==> src/rtl/fp_mult_sequencer_pkg.sv <==
// Shared constants, state encoding and special-result codes
// for the floating-point multiply sequencer.
package fp_mult_sequencer_pkg;

   localparam int EXP_W = 8;
   localparam int FRAC_W = 23;
   localparam logic [7:0] EXP_ALL1 = 8'hFF;

   typedef enum logic [2:0] {
      S_IDLE,
      S_CLASS,
      S_MULT,
      S_NORM,
      S_ROUND,
      S_RENORM,
      S_WRITE,
      S_DONE
   } state_e;

   typedef enum logic [1:0] {
      SEL_NONE = 2'b00,
      SEL_ZERO = 2'b01,
      SEL_INF  = 2'b10,
      SEL_NAN  = 2'b11
   } sel_e;

endpackage

==> src/rtl/fp_operand_class.sv <==
// Classifies one operand from its exponent and significand-nonzero flag.
// Denormals (exponent 0) are treated as zero.
module fp_operand_class
   import fp_mult_sequencer_pkg::*;
#(
   parameter int EW = EXP_W
) (
   input  logic [EW-1:0] exp_i,
   input  logic          frac_nz_i,
   output logic          is_zero_o,
   output logic          is_inf_o,
   output logic          is_nan_o
);

   logic exp_max;

   assign exp_max   = (exp_i == {EW{1'b1}});
   assign is_zero_o = (exp_i == '0);
   assign is_inf_o  = exp_max & ~frac_nz_i;
   assign is_nan_o  = exp_max & frac_nz_i;

endmodule

==> src/rtl/fp_mult_sequencer.sv <==
// Control FSM for the multi-cycle single-precision multiply datapath:
// operand handshake, datapath strobes, special-case and range override.
module fp_mult_sequencer
   import fp_mult_sequencer_pkg::*;
#(
   parameter int MUL_CYCLES = 2,
   parameter int EXP_W = 8
) (
   input  logic             CLK,
   input  logic             RST,
   input  logic             in_valid,
   output logic             in_ready,
   output logic             out_valid,
   input  logic             out_ready,
   input  logic [EXP_W-1:0] a_exp,
   input  logic [EXP_W-1:0] b_exp,
   input  logic             a_frac_nz,
   input  logic             b_frac_nz,
   input  logic             product_msb,
   input  logic             round_carry,
   input  logic             exp_ovf,
   input  logic             exp_unf,
   output logic             loadInReg,
   output logic             mul_en,
   output logic             norm_shift,
   output logic             round_en,
   output logic             loadOutReg,
   output logic [1:0]       special_sel,
   output logic             busy
);

   localparam int CNT_W = (MUL_CYCLES > 1) ? $clog2(MUL_CYCLES) : 1;
   localparam logic [CNT_W-1:0] CNT_LAST = CNT_W'(MUL_CYCLES - 1);

   state_e           state_q, state_d;
   sel_e             sel_q, sel_d;
   logic [CNT_W-1:0] cnt_q, cnt_d;

   logic a_zero, a_inf, a_nan;
   logic b_zero, b_inf, b_nan;
   sel_e cls_sel, rng_sel;

   logic mul_c, norm_c, round_c, ldout_c;

   fp_operand_class #(.EW(EXP_W)) u_cls_a (
      .exp_i     (a_exp),
      .frac_nz_i (a_frac_nz),
      .is_zero_o (a_zero),
      .is_inf_o  (a_inf),
      .is_nan_o  (a_nan)
   );

   fp_operand_class #(.EW(EXP_W)) u_cls_b (
      .exp_i     (b_exp),
      .frac_nz_i (b_frac_nz),
      .is_zero_o (b_zero),
      .is_inf_o  (b_inf),
      .is_nan_o  (b_nan)
   );

   // Inf x zero is an invalid operation and yields NaN
   always_comb begin
      cls_sel = SEL_NONE;
      if (a_nan | b_nan | (a_inf & b_zero) | (b_inf & a_zero))
         cls_sel = SEL_NAN;
      else if (a_inf | b_inf)
         cls_sel = SEL_INF;
      else if (a_zero | b_zero)
         cls_sel = SEL_ZERO;
   end

   always_comb begin
      rng_sel = sel_q;
      if (sel_q == SEL_NONE) begin
         if (exp_ovf)
            rng_sel = SEL_INF;
         else if (exp_unf)
            rng_sel = SEL_ZERO;
      end
   end

   assign in_ready  = (state_q == S_IDLE) & ~RST;
   assign loadInReg = in_valid & in_ready;

   always_comb begin
      state_d = state_q;
      sel_d   = sel_q;
      cnt_d   = cnt_q;
      mul_c   = 1'b0;
      norm_c  = 1'b0;
      round_c = 1'b0;
      ldout_c = 1'b0;
      unique case (state_q)
         S_IDLE: begin
            if (loadInReg)
               state_d = S_CLASS;
         end
         S_CLASS: begin
            sel_d   = cls_sel;
            cnt_d   = '0;
            state_d = (cls_sel != SEL_NONE) ? S_WRITE : S_MULT;
         end
         S_MULT: begin
            mul_c = 1'b1;
            if (cnt_q == CNT_LAST) begin
               cnt_d   = '0;
               state_d = S_NORM;
            end else begin
               cnt_d = cnt_q + 1'b1;
            end
         end
         S_NORM: begin
            norm_c  = product_msb;
            state_d = S_ROUND;
         end
         S_ROUND: begin
            round_c = 1'b1;
            if (round_carry) begin
               state_d = S_RENORM;
            end else begin
               state_d = S_WRITE;
               sel_d   = rng_sel;
            end
         end
         S_RENORM: begin
            norm_c  = 1'b1;
            state_d = S_WRITE;
            sel_d   = rng_sel;
         end
         S_WRITE: begin
            ldout_c = 1'b1;
            state_d = S_DONE;
         end
         S_DONE: begin
            if (out_ready)
               state_d = S_IDLE;
         end
      endcase
   end

   always_ff @(posedge CLK) begin
      if (RST) begin
         state_q <= S_IDLE;
         sel_q   <= SEL_NONE;
         cnt_q   <= '0;
      end else begin
         state_q <= state_d;
         sel_q   <= sel_d;
         cnt_q   <= cnt_d;
      end
   end

   // Reset forces every output low, even mid-operation
   assign mul_en      = mul_c & ~RST;
   assign norm_shift  = norm_c & ~RST;
   assign round_en    = round_c & ~RST;
   assign loadOutReg  = ldout_c & ~RST;
   assign out_valid   = (state_q == S_DONE) & ~RST;
   assign busy        = (state_q != S_IDLE) & ~RST;
   assign special_sel = RST ? 2'b00 : sel_q;

endmodule

==> config.mk <==
export PLATFORM = sky130hd
export DESIGN_NAME = fp_mult_sequencer
export DESIGN_NICKNAME = d
export VERILOG_FILES = /design/src/rtl/fp_mult_sequencer_pkg.sv /design/src/rtl/fp_operand_class.sv /design/src/rtl/fp_mult_sequencer.sv
export SDC_FILE = /design/constraint.sdc
export NUM_CORES = 1
export LEC_CHECK = 0
export CORE_AREA = 2 2 42 44
export CTS_CLUSTER_DIAMETER = 60
export DETAILED_ROUTE_END_ITERATION = 8
export DIE_AREA = 0 0 44 46
export HOLD_SLACK_MARGIN = 0.1
export PLACE_DENSITY = 0.82
export SKIP_CTS_REPAIR_TIMING = 1
export SYNTH_ARGS = -nofsm -noshare
export SYNTH_HDL_FRONTEND = slang
export SYNTH_SLANG_ARGS = --single-unit
==> constraint.sdc <==
create_clock -name CLK -period 2.6 [get_ports CLK]
set_input_delay 0.26 -clock CLK [delete_from_list [all_inputs] [get_ports CLK]]
set_output_delay 0.26 -clock CLK [all_outputs]
set_load 0.01 [all_outputs]
==> results.yml <==
placement:
  gp_congestion: 0.786
  dpl_worst_slack_ns: 0.663
  dp_hpwl_mm: 1.28
  io_buffers: 35
critical_path:
  crit_type: "register to primary output"
  r2r-end: "sel_q[0]"
  endpoint_kind: "primary output"
  worstPathArrival_ns: 1.81
  rr_startpoint: "state_q[2]"
  path_buf_inv: 1
  crit_family: "flip-flops"
  ff2ff_path_depth: 4
  worstPathCellList: "nand2b_1 -> a21oi_1 -> clkdlybuf4s50_1"
  cp_max_fo: 17
  crit_cells: 3
  worst_ep_required_time_ns: 2.34
  start_kind: "register"
  slowest_stage: "dfxtp_1"
  rrSetupSlack_ns: 1.03
  cpPeakStageDelay_ns: 0.64
logic_synthesis:
  synth-compound-area-share_pct: 22.6
  ys_seq_area_share_pct: 20.3
  ys.flop_type: "dfxtp_1"
  synth_area_leaders: "dfxtp_1, nand2b_1, a21oi_1"
  synth_warnings: 0
  synth_xor_area_share_pct: 0
  synth-edff-count: 0
  synth_adder_area_share_pct: 0
  yosys_register_bits: 6
  yosysTopAreaCell: "dfxtp_1"
  synth_simple_gate_area_share_pct: 45.1
  synth_area_per_cell_um2: 7.15
  syn-cell-area_um2: 593
  synth_cells: 83
  synthMuxAreaShare_pct: 3.38
  synth_top_family_by_area: "simple AND/OR/NAND/NOR gates"
  netlist.area_leader.share_pct: 20.3
  synthTopCellsByCount: "nor2_1, a21oi_1, dfxtp_1, nor3_1, nand2b_1"
  yosysMostFrequentCell: "nor2_1"
  synth.distinct_cells: 35
  async_flop_share_pct: 0
  synth_nets: 109
global_routing:
  grt_max_degree: 18
  antenna_found_initial: 0
  grt_pass1_vias: 693
  grt_use_total_pct: 17.7
  grt_pass1_wl_mm: 2.64
  grt_overflow: 0
sta:
  fin_crit_sh_pct: 79.6
  finalMaxSlewViolations: 0
  max-slew-margin-rel_pct: 65.6
  setup_slack_ns: 0.530
  tns_ns: 0
  fin_worst_skew_ns: 0.00817
  setup_viol: 0
  grt_setup_unrepaired: "false"
  finalHoldViolCount: 0
  tightestPinTransition_ns: 0.516
  min_period_ns: 2.07
  timing.fmax_ghz: 0.483
  holdWs_ns: 0.523
run:
  maxCapViolations: 0
power:
  p_leak_uw: 0.000339
  powerDensity_mw_per_mm2: 606
  intPower_uw: 341
  p_seq_share_pct: 33.5
  combPwrFrac_pct: 50.7
  p_sw_uw: 240
  peakVddDrop_v: 0.000320
  power.share.clock_pct: 15.7
  p_sw_share_pct: 41.3
  total_power_uw: 580
layout:
  fin_util_pct: 59.4
  syn_to_final_growth_pct: 61.6
  diodes: 0
  layout-drive-gt1-share_pct: 7.69
  nets: 145
routing:
  ant_nets: 0
  drt_iter0_drc: 20
  drc: 0
  wl_per_cell_um: 12.2
  vias_per_cell: 5.63
  first_pass_iters: 4
  wl_mm: 1.63
  vias: 754
cts:
  cts.sinks: 6
  cts-root-buf: "clkbuf_4"
  cts_tree: "built"
  htreeDepth: 1
  clk_pin_slew_worst_paths_ns: 0.05
  insertion_delay_ns: 0.25
  clockBufferDepth: 2
  numCtsBuffers: 3
die:
  core_mm2: 0.00161
  ioPinCount: 36
  rows: 15
  die_h_um: 46
  die_w_um: 44
  dieArea_mm2: 0.00202
  initial_core_util_pct: 36.7
hold_path:
  holdPathEnd: "cnt_q"
  hold_path_class: "register to register"
  hold_start: "cnt_q"
  holdPathStages: 2
outcome:
  run_status: "completed"
==> kinds of logic after synthesis <==
family | Yosys count
buffers and inverters | 9
AOI/OAI and AO/OA | 20
and+or+nand+nor | 46
muxes | 2
DFF | 6
==> layout by cell type (no fill, tap or decap) <==
master / n
clkdlybuf4s50_1: 35
nor2_1: 8
nor3_1: 6
a21oi_1: 6
dfxtp_1: 6
nand2b_1: 5
nand2_1: 4
nand4_1: 4
inv_1: 4
nor4_1: 3
and2_1: 3
clkbuf_4: 3
nor2b_1: 2
nand3b_1: 2
or4_4: 2
or2_1: 2
o21ai_0: 2
mux2i_1: 2
a211oi_1: 2
o31ai_1: 1
a22oi_1: 1
nor2_2: 1
nor2_4: 1
and2b_1: 1
o41ai_1: 1
a2111oi_0: 1
a311oi_1: 1
a31oi_1: 1
a211o_1: 1
o21ai_1: 1
or2_2: 1
nand3_1: 1
a2bb2oi_1: 1
o32ai_1: 1
buf_4: 1
==> metal layers <==
layer  global-route usage (%)  part of all wire [%]  up-vias
met5                        0                     0        -
met4                     10.3                   3.2        0
met3                     5.56                   7.1        6
met2                     31.8                    48       29
met1                     17.9                    42      339
li1                         -                     -      380
==> sequential cells by signal, summed over array words and instances (netlist names) <==
| signal | flops |
|---|---|
| sel_q | 2 |
| cnt_q | 1 |
| state_q | 3 |
==> cell type report <==
class,count,area (µm²)
clock buffer,3,22.5
sequential,6,120
multi-input combinational,68,422
timing repair buffer,36,358
fill,162,656
tap,17,21.3
inverter,4,15.0
==> power groups by stage <==
stage                     registers (µW)  clock network, µW  logic [µW]
after floorplan                      145                  0         249
after CTS                            193               94.0         295
after global routing                 201               99.8         324
after detailed placement             195                  0         292
after global placement               195                  0         288
final                                195               91.4         294
==> through the flow <==
step / area, µm² / instances
finish: 958 / 134
global route: 958 / 134
detailed placement: 936 / 131
floorplan: 593 / 83
CTS: 958 / 134
global placement: 936 / 131
==> worst min-delay path, stage by stage (launching register included) <==
cell and delay (ns):
dfxtp_1 0.33, o21ai_0 0.08, a21oi_1 0.06
==> worst max path at each step <==
stage | start | endpoint | slack (ns)
after floorplan | state_q[2] | loadInReg | 1.02
after global placement | RST | loadInReg | 0.70
after detailed placement | RST | loadInReg | 0.66
after CTS | state_q[2] | norm_shift | 0.53
after global routing | state_q[0] | loadInReg | 0.40
final | state_q[2] | norm_shift | 0.53
Power figures use the tool's default switching activity.
